===== src/rtl/fetch_unit.sv =====
// fetch_unit: fetch PC generation, req/ack instruction memory port, fetch queue and registered IF/ID output
module fetch_unit #(
  parameter logic [31:0] RESET_PC = 32'h0000_0000,
  parameter int          DEPTH    = 2
) (
  input  logic        clk,
  input  logic        rst,
  input  logic        stall,
  input  logic        branch_flag_i,
  input  logic [31:0] target_addr_i,
  output logic        imem_req_o,
  output logic [31:0] imem_addr_o,
  input  logic        imem_ack_i,
  input  logic [63:0] imem_data_i,
  output logic [31:0] id_pc_o,
  output logic [63:0] id_inst_o,
  output logic        id_valid_o
);
  localparam int AW = $clog2(DEPTH);
  logic [31:0] q_pc [DEPTH];
  logic [63:0] q_inst [DEPTH];
  logic [AW-1:0] rd_ptr, wr_ptr;
  logic [AW:0] count, cnt_next;
  logic [31:0] fetch_pc, pend_target, tgt, base;
  logic drop, redirect_pending;
  logic ack, busy, empty, redirect, pop, flush, keep_req, late, push, issue, pend;
  // Per-edge decisions: handshake completion, queue push/pop/flush, redirect case and next request
  always_comb begin
    ack      = imem_req_o && imem_ack_i;
    busy     = imem_req_o && !imem_ack_i;
    empty    = count == '0;
    redirect = branch_flag_i && id_valid_o && !stall;
    pop      = !stall && !empty;
    flush    = redirect && !empty;
    keep_req = redirect && empty && imem_req_o && !drop;
    late     = redirect && empty && !(imem_req_o && !drop);
    push     = ack && !drop && !flush;
    cnt_next = flush ? '0 : count + (AW+1)'(push) - (AW+1)'(pop);
    issue    = !busy && cnt_next < (AW+1)'(DEPTH);
    pend     = late || (redirect_pending && !redirect);
    tgt      = late ? target_addr_i : pend_target;
    base     = (flush || keep_req) ? target_addr_i : fetch_pc;
  end
  // Queue payload storage; only the pointers and count need reset
  always_ff @(posedge clk) begin
    if (push) begin
      q_pc[wr_ptr]   <= imem_addr_o;
      q_inst[wr_ptr] <= imem_data_i;
    end
  end
  // Fetch PC, request handshake, queue pointers, redirect bookkeeping and IF/ID register
  always_ff @(posedge clk) begin
    if (rst) begin
      fetch_pc         <= RESET_PC;
      pend_target      <= '0;
      redirect_pending <= 1'b0;
      drop             <= 1'b0;
      imem_req_o       <= 1'b0;
      imem_addr_o      <= '0;
      rd_ptr           <= '0;
      wr_ptr           <= '0;
      count            <= '0;
      id_pc_o          <= '0;
      id_inst_o        <= '0;
      id_valid_o       <= 1'b0;
    end else begin
      if (issue) begin
        imem_addr_o      <= base;
        fetch_pc         <= pend ? tgt : base + 32'd8;
        redirect_pending <= 1'b0;
      end else begin
        fetch_pc         <= base;
        redirect_pending <= pend;
      end
      pend_target <= tgt;
      imem_req_o  <= busy || issue;
      drop        <= ack ? 1'b0 : (drop || (flush && imem_req_o));
      rd_ptr      <= flush ? '0 : rd_ptr + AW'(pop);
      wr_ptr      <= flush ? '0 : wr_ptr + AW'(push);
      count       <= cnt_next;
      if (!stall) begin
        id_valid_o <= !empty;
        id_inst_o  <= empty ? '0 : q_inst[rd_ptr];
        id_pc_o    <= empty ? id_pc_o : q_pc[rd_ptr];
      end
    end
  end
endmodule


===== config.mk =====
export PLATFORM = sky130hd
export DESIGN_NAME = fetch_unit
export DESIGN_NICKNAME = d
export VERILOG_FILES = /design/src/rtl/fetch_unit.sv
export SDC_FILE = /design/constraint.sdc
export NUM_CORES = 1
export LEC_CHECK = 0
export ABC_AREA = 1
export ABC_CLOCK_PERIOD_IN_PS = 4450
export CAP_MARGIN = 25
export CELL_PAD_IN_SITES_DETAIL_PLACEMENT = 1
export CELL_PAD_IN_SITES_GLOBAL_PLACEMENT = 2
export CORE_MARGIN = 3
export CORE_UTILIZATION = 33
export CTS_CLUSTER_DIAMETER = 100
export DETAILED_ROUTE_END_ITERATION = 10
export GPL_TIMING_DRIVEN = 0
export PLACE_DENSITY = 0.9
export SYNTH_ARGS = -nofsm -noshare
export SYNTH_HDL_FRONTEND = slang
export SYNTH_SLANG_ARGS = --single-unit

===== constraint.sdc =====
create_clock -name clk -period 4.45 [get_ports clk]
set_clock_uncertainty 0.1 [all_clocks]
set_input_delay 0.445 -clock clk [delete_from_list [all_inputs] [get_ports clk]]
set_output_delay 0.445 -clock clk [all_outputs]
set_load 0.02 [all_outputs]

Word-level counts from Yosys, hierarchy flattened
Memories as Yosys holds them, arrays and structs flattened. A register that Yosys moved wholly into a read port is not among the register bits.
Cells that the tools add are included.
Widths: inputs -> output; s select.
Cells by class
  add/subtract/negate cells: 5
  order comparisons: 1
  muxes and demuxes: 9
  bitwise logic cells: 2
  reductions and logical operators: 33
Operators by type and width (number)
  $mux 32: 4
  $mux 64: 1
  $add 32x4->32 const B: 1
  $logic_and 1x1->1: 16
  $logic_not 1->1: 8
  $reduce_or 2->1: 3
  $logic_or 1x1->1: 4
  $mux 1: 3
  $add 1x1->1: 2
  $add 2x1->2: 1
  $logic_not 2->1: 1
  $lt 2x2->1 const B: 1
  $mux 2: 1
  $not 1->1: 2
  $reduce_and 2->1: 1
  $sub 2x1->2: 1
Storage, ports and cells
  register bits after elaboration: 168
  memory bits (writable): 192
  input bits: 101
  output and inout port bits: 130
  memories kept: 2
Memories
  q_inst: depth 2, width 64, read ports 1, clocked after memory_dff 1, wr ports 1, line 21  | logic [63:0] q_inst [DEPTH];
  q_pc: depth 2, width 32, read ports 1, clocked after memory_dff 1, wr ports 1, line 20  | logic [31:0] q_pc [DEPTH];

Logic depth before layout (Yosys ltp)
Gate-level depths: netlist of run 1.
  word-level depth: 11
  depth in mapped cells: 19
  depth with buffers taken out: 17

Least setup slack after synthesis of run 1
Ideal clock, no wire load.
  path kind: input port to flip-flop
  start: input branch_flag_i
  end: memory q_inst[1][0], enable pin
  library setup time: 466 ps
  arrival: 3316 ps
  path slack: 568 ps
  cell stages on the path: 6
  path buffers: 0
  path through: nand2_1 nor2_4 inv_2 nor2_2 nor3_1 ha_1
On the way
  longest elaborated chain between the ends: 7
Ends and longest elaborated chain
  start, declared: line 9  | input logic branch_flag_i,
  $logic_and 1x1->1 (2 in series): line 32  | redirect = branch_flag_i && id_valid_o && !stall;
  $logic_and 1x1->1: line 34  | flush = redirect && !empty;
  $logic_not 1->1: line 37  | push = ack && !drop && !flush;
  $logic_and 1x1->1: line 37
  $mux 1: line 46  | if (push) begin
  $mux 1 (not written as such): line 48  | q_inst[wr_ptr] <= imem_data_i;
  end, declared: line 21
Every way passes these cells.

Worst setup path in the final report of run 1
  start: input stall
  end: register fetch_pc[24]
On the way
  longest elaborated chain between the ends: 11
  elaborated cells between the ends (all ways): 24
Ends and longest elaborated chain
  start, declared: line 8  | input logic stall,
  $logic_not 1->1 *
  parallel branches: the longest is 9 deep, another holds $add 32x4->32
  $mux 32 *: line 67  | if (issue) begin
  end signal, assigned: line 69  | fetch_pc <= pend ? tgt : base + 32'd8;
  end signal, assigned: line 72  | fetch_pc <= base;
  end, declared: line 24  | logic [31:0] fetch_pc, pend_target, tgt, base;
Every way passes the cells marked *.
A chain may end at the register's enable or synchronous reset.

==> results of run 1 <==
## synth_stat cells, drive strengths merged
master  number  area, um2
o211ai       3      22.52
nand3       69      360.4
o211a        1      10.01
and3         1      6.260
o22ai        1      6.260
a211oi       5      37.54
edfxtp     192       5766
nor3         3      15.01
a22oi        1      7.510
and2         3      18.77
a221oi       1      8.760
a21oi      135      675.7
nand3b       1      7.510
xor2         4      35.03
or2          1      6.260
inv         85      319.1
o221ai       1      8.760
nand4        8      50.05
clkinv       1      5.000
mux2i        9      90.09
o21ai      107      546.8
dfxtp      200       4004
nand2      598       2270
buf         27      157.6
clkbuf      64      240.2
nor2       113      491.7
a31oi       33      206.5
ha           5      62.56
## logic make-up after synthesis
logic type,Yosys count,synth area share (%)
AND/OR/NAND/NOR,797,20.90
flip-flops,392,63.29
AO/OA/AOI/OAI,288,9.914
buffers and inverters,177,4.677
multiplexers,9,0.5837
adder cells (fa/ha/maj),5,0.4053
XOR/XNOR,4,0.2270
## placed cells by master, fill, tap and decap left out, types with 15 or more instances in the layout
| cell | instances |
|---|---|
| clkbuf_16 | 43 |
| dfxtp_1 | 200 |
| inv_2 | 15 |
| clkbuf_1 | 72 |
| nor2_1 | 98 |
| nand3_1 | 66 |
| edfxtp_1 | 192 |
| clkdlybuf4s50_1 | 230 |
| nand2_1 | 592 |
| buf_2 | 15 |
| inv_1 | 70 |
| a31oi_1 | 33 |
| a21oi_1 | 135 |
| o21ai_0 | 91 |
## how the worst min path moves through the flow
stage | startpoint | to | slack, ps
global route | imem_data_i[52] | q_inst[1][52] | 330
finish | imem_data_i[52] | q_inst[1][52] | 340
floorplan | drop | drop | 350
global placement | id_inst_o[47] | id_inst_o[47] | 350
CTS | imem_data_i[13] | q_inst[0][13] | 320
detailed placement | id_inst_o[47] | id_inst_o[47] | 360
## through the flow
step | hold WS [ps] | cell area (um2) | setup WS (ps) | utilization [%]
2_1_floorplan | 345.7 | 15430 | 567.5 | -
3_3_place_gp | 345.5 | 18490 | -1553 | 40.39
3_5_place_dp | 355.7 | 18560 | -622.7 | 40.55
4_1_cts | 315.5 | 19950 | 196.6 | 43.58
5_1_grt | 327.2 | 19960 | 256.7 | 43.61
6_report | 343.9 | 19960 | 513.4 | 43.61
## registers in the layout (all words and copies together), names as in the netlist
register and flops:
drop 1, imem_req_o 1, wr_ptr 1, id_valid_o 1, q_inst 128, pend_target 32
redirect_pending 1, id_inst_o 64, rd_ptr 1, count 2, id_pc_o 32, fetch_pc 32
imem_addr_o 32, q_pc 64
## power groups by stage
stage	Sequential [W]	Combinational (W)	Clock, W
2_1_floorplan	0.00515	0.00153	0
6_report	0.00485	0.00347	0.00348
3_3_place_gp	0.00491	0.00333	0
4_1_cts	0.00485	0.00350	0.00355
5_1_grt	0.00490	0.00377	0.00372
3_5_place_dp	0.00491	0.00346	0
## worst reg2reg max path: stages (launching register included)
cell and delay (ps):
dfxtp_1 330, nand2_1 130, nor2_4 90, inv_2 150, nor2_2 80, nor3_1 560
inv_1 110, ha_1 300, inv_1 60, ha_1 160, or2_2 130, nand3_2 100
nand2_2 110, buf_4 210, clkinv_2 200, nor2_1 460, inv_1 280, o21ai_0 210
## what timing repair did
| action | CTS | global route |
|---|---|---|
| setup endpoints to repair | 6 | 1 |
| resized for setup | 1 | 0 |
| hold buffers | 0 | 0 |
## metal layers
metal  GRT usage [%]  wire (um)  up-vias
met1           25.84      22410     6373
met3           4.426       2947       99
met4           6.729       1625        4
met2           37.37      26280      329
li1                -          -     6106
met5               0         18        -
## final cells by class
type | instances | area [um2]
buffer | 90 | 395.4
clock buffer | 59 | 1196
clock inverter | 21 | 190.2
fill | 5326 | 25810
inverter | 86 | 324.1
multi-input combinational | 1103 | 4969
sequential | 392 | 9769
tap | 600 | 750.7
timing repair buffer | 233 | 2365
==> results.toml, run 1 <==
[status]
status = "finished, final reports clean"

[worst_setup_path]
startpoint_type = "input port"
crit_fanout = 10
crit_chain = "clkdlybuf4s50_1 -> nor2_4 -> inv_2 -> nor2_2 -> nor3_1 -> inv_1 -> ha_1 -> inv_1 -> ha_1 -> or2_2 -> nand3_2 -> nand2_2 -> buf_4 -> clkinv_2 -> nor2_1 -> inv_1 -> o21ai_0"
worstPathRequired_ps = 4840
crit_type = "in2reg"
slowest_stage = "clkdlybuf4s50_1"
r2r-start = "id_valid_o"
crit_family = "buffers and inverters"
reg2reg_to = "fetch_pc[24]"
critPathBufInv = 7
crit_path_end = "fetch_pc[24]"
critPathArrivalTime_ps = 4330
path_common_cell = "inv_1"
reg2reg_slack_ps = 600
critPathLaunch = "stall"
worst_setup_path_end_kind = "register"
crit_cells = 17
reg2regPathDepth = 17
cpPeakStageDelay_ps = 640

[floorplan]
die_height_um = 222.3
coreArea_um2 = 45770
die-area_um2 = 49400
num_io_pins = 231
die_x_um = 222.3
num_rows = 78
start_util_pct = 33.72

[power_and_ir_drop]
p_leak_nw = 7.331
intPower_w = 0.007631
swShare_pct = 35.33
ir_worst_vdd_mv = 0.2752
p_total_w = 0.01180
p_clk_share_pct = 29.5
power_frac_comb_pct = 29.4
seqPwrFrac_pct = 41.1
p_switching_w = 0.004169
powerDensity_nw_per_um2 = 591.2

[clock_network]
clockBufferDepth = 3
clkLatencyLatePin_ps = 580
clock-root-buffer = "clkbuf_16"
htreeDepth = 2
cts_setup_buffers = 0
numCtsBuffers = 43
cts_tree = "yes"
clk_pin_slew_worst_paths_ps = 60
cts.sinks = 392

[synthesis]
yosys_warnings = 0
synth_nets = 1778
netlist_area_um2 = 15430
synth.distinct_cells = 39
syn_avg_cell_area_um2 = 9.231
ys_seq_elements = 392
yosysSeqAreaShare_pct = 63.29
netlist_instances = 1672

[global_routing]
grt_start_max_net_pins = 58
grt_pass1_vias = 13630
antenna_found_initial = 2
grt_overflow_total = 0
grt_pass1_wl_um = 80470
grtUsageTotal_pct = 21.16

[drt]
antenna_left = 0
vias_per_cell = 4.997
drc = 0
via_count = 12910
first_pass_iters = 5
drtIter0Drc = 778
wl_per_cell_um = 20.62
drt-total-wl_um = 53280

[timing]
hold_viol = 0
tns_ps = 0
post-route-min-period_ps = 3937
drv_slew = 0
max_slew_margin_pct = 40.73
setup_viol = 0
rsz0062_at_grt = "no"
tightest_slew_ps = 889.1
fin_crit_sh_pct = 88.46
clock.fmax_ghz = 0.2540

[placement]
globalplace.congestion = 0.9071
port_buffers = 230
hpwl_um = 39240
placedCellCount = 2504

[final_layout]
final_cells = 2584
fin_nets = 2055
area_growth_pct = 29.31
n_antenna_cell = 0
drive_gt1_share_pct = 6.804

[min_path]
hp-class = "in2reg"
hold-path-cell-count = 1

[run]
maxCapViolations = 0
No activity file was read; power rests on OpenSTA's default activity.
==> run 2: changes to the inputs <==
--- a/config.mk
+++ b/config.mk
@@ -12,7 +12,7 @@
 export CELL_PAD_IN_SITES_GLOBAL_PLACEMENT = 2
 export CORE_MARGIN = 3
 export CORE_UTILIZATION = 33
-export CTS_CLUSTER_DIAMETER = 100
+export CTS_CLUSTER_DIAMETER = 80
 export DETAILED_ROUTE_END_ITERATION = 10
 export GPL_TIMING_DRIVEN = 0
 export PLACE_DENSITY = 0.9
==> constraint.sdc (replaced) <==
create_clock -name clk -period 4.45 [get_ports clk]
set_clock_uncertainty 0.1 [all_clocks]
set_input_delay 0.89 -clock clk [delete_from_list [all_inputs] [get_ports clk]]
set_output_delay 0.89 -clock clk [all_outputs]
set_load 0.02 [all_outputs]
==> run 2 against run 1 <==
  * Critical path type unchanged
  * Highest routed layer unchanged
  * Largest power group unchanged
  * Sequential power about the same
  * Critical path depth did not move
  * Wire length is 0.11% lower
  * Clock power hardly changed
  * Setup slack got worse by 240 ps
==> results.toml, run 2 (same netlist as run 1, synthesis figures left out) <==
[global_routing]
grt_overflow_total = 0
grt_pass1_wl_um = 80420
grtUsageTotal_pct = 21.14
grt_start_max_net_pins = 58
grt_pass1_vias = 13630
antenna_found_initial = 2

[final_layout]
n_antenna_cell = 0
fill_cells = 5324
area_growth_pct = 29.36
final_area_um2 = 19970
largest_register = "q_inst"
layout_common_cells = "nand2_1, clkdlybuf4s50_1, dfxtp_1"
final_common_cell = "nand2_1"
fin_nets = 2055
largest_reg_flops = 128
post-route-util_pct = 43.62
largestRegisters = "q_inst x128, id_inst_o x64, q_pc x64"
drive_gt1_share_pct = 6.855

[floorplan]
die_height_um = 222.3
start_util_pct = 33.72
coreArea_um2 = 45770
die-area_um2 = 49400
num_io_pins = 231
die_x_um = 222.3
num_rows = 78

[timing]
rsz0062_at_grt = "no"
tns_ps = 0
max_slew_margin_pct = 41.50
hold_viol = 0
clock.fmax_ghz = 0.2394
setup_viol = 0
post-route-min-period_ps = 4177
tightest_slew_ps = 877.4
drv_slew = 0
fin_crit_sh_pct = 93.86

[run]
maxCapViolations = 0

[placement]
globalplace.congestion = 0.9071
port_buffers = 230
hpwl_um = 39240
placed_area_um2 = 18560

[worst_setup_path]
crit_fanout = 10
crit_type = "in2reg"
critPathArrivalTime_ps = 4570
worst_setup_path_end_kind = "register"
startpoint_type = "input port"
worstPathRequired_ps = 4840

[drt]
antenna_left = 0
via_count = 12950
wl_per_cell_um = 20.60
drt-total-wl_um = 53220
drtIter0Drc = 852
drc = 0
vias_per_cell = 5.012
first_pass_iters = 5

[power_and_ir_drop]
p_leak_nw = 7.333
powerDensity_nw_per_um2 = 590.9
p_total_w = 0.01180
ir_worst_vdd_mv = 0.2748

[clock_network]
cts.hold.buffers_added = 0
htreeDepth = 2
cts_tree = "yes"
clockBufferDepth = 3
clk_pin_slew_worst_paths_ps = 60
clkLatencyLatePin_ps = 580
numCtsBuffers = 43
cts.sinks = 392
clock-root-buffer = "clkbuf_16"

[status]
status = "finished, final reports clean"

[min_path]
hp-class = "reg2reg"
-- run 2: cell count changes in the layout (fill, tap and decap cells not counted) --
cell      delta
clkbuf_2     -1
clkbuf_4     +1
nor3_1       -1
nor3_2       +1
-- run 2: worst max-delay path, cell delays in order --
cell	delay (ps)
clkdlybuf4s50_1	650
nor2_4	140
inv_2	150
nor2_2	80
nor3_2	350
inv_1	100
ha_1	290
inv_1	60
ha_1	160
or2_2	130
nand3_2	100
nand2_2	110
buf_4	210
clkinv_2	190
nor2_1	460
inv_1	280
o21ai_0	210
-- run 2: timing repair --
action | CTS | global route
buffers inserted | 0 | 0
setup endpoints to repair | 64 | 33
resized for setup | 1 | 3
-- run 2: worst paths after layout --
kind / startpoint / endpoint / slack, ps / depth (start not counted)
worst min-delay path: id_inst_o[47] / id_inst_o[47] / 360 / 2
worst min register to register: id_inst_o[47] / id_inst_o[47] / 360 / 2
worst max register to register: id_valid_o / fetch_pc[24] / 810 / 17
worst max-delay path: stall / fetch_pc[24] / 270 / 17
-- run 2: routing by layer --
layer,global-route usage [%],vias to the layer above,part of all wire (%)
met1,25.85,6374,42
li1,-,6109,-
met4,6.625,4,3.0
met2,37.37,368,49
met3,4.413,97,5.8
met5,0,-,0.034
-- run 2: layout make-up --
type                       instances  area [um2]  area share, %
buffer                            90       397.9          1.993
clock buffer                      59        1196          5.991
clock inverter                    21       190.2         0.9525
inverter                          86       324.1          1.623
multi-input combinational       1103        4974          24.91
sequential                       392        9769          48.93
tap                              600       750.7          3.760
timing repair buffer             233        2365          11.84
-- run 2: through the flow --
stage / hold WS (ps) / worst slack (ps) / instances
6_report: 362.3 / 273.4 / 2584
5_1_grt: 374.8 / 63.13 / 2584
4_1_cts: 365.5 / 21.06 / 2583
3_5_place_dp: 355.7 / -1068 / 2504
3_3_place_gp: 345.5 / -1998 / 2502
2_1_floorplan: 345.7 / 122.5 / 1672
-- run 2: power breakdown --
group	internal [W]	total, W	switching (W)
Clock	0.00201	0.00348	0.00147
Sequential	0.00446	0.00485	0.000388
Combinational	0.00116	0.00346	0.00231
Total	0.00763	0.0118	0.00417
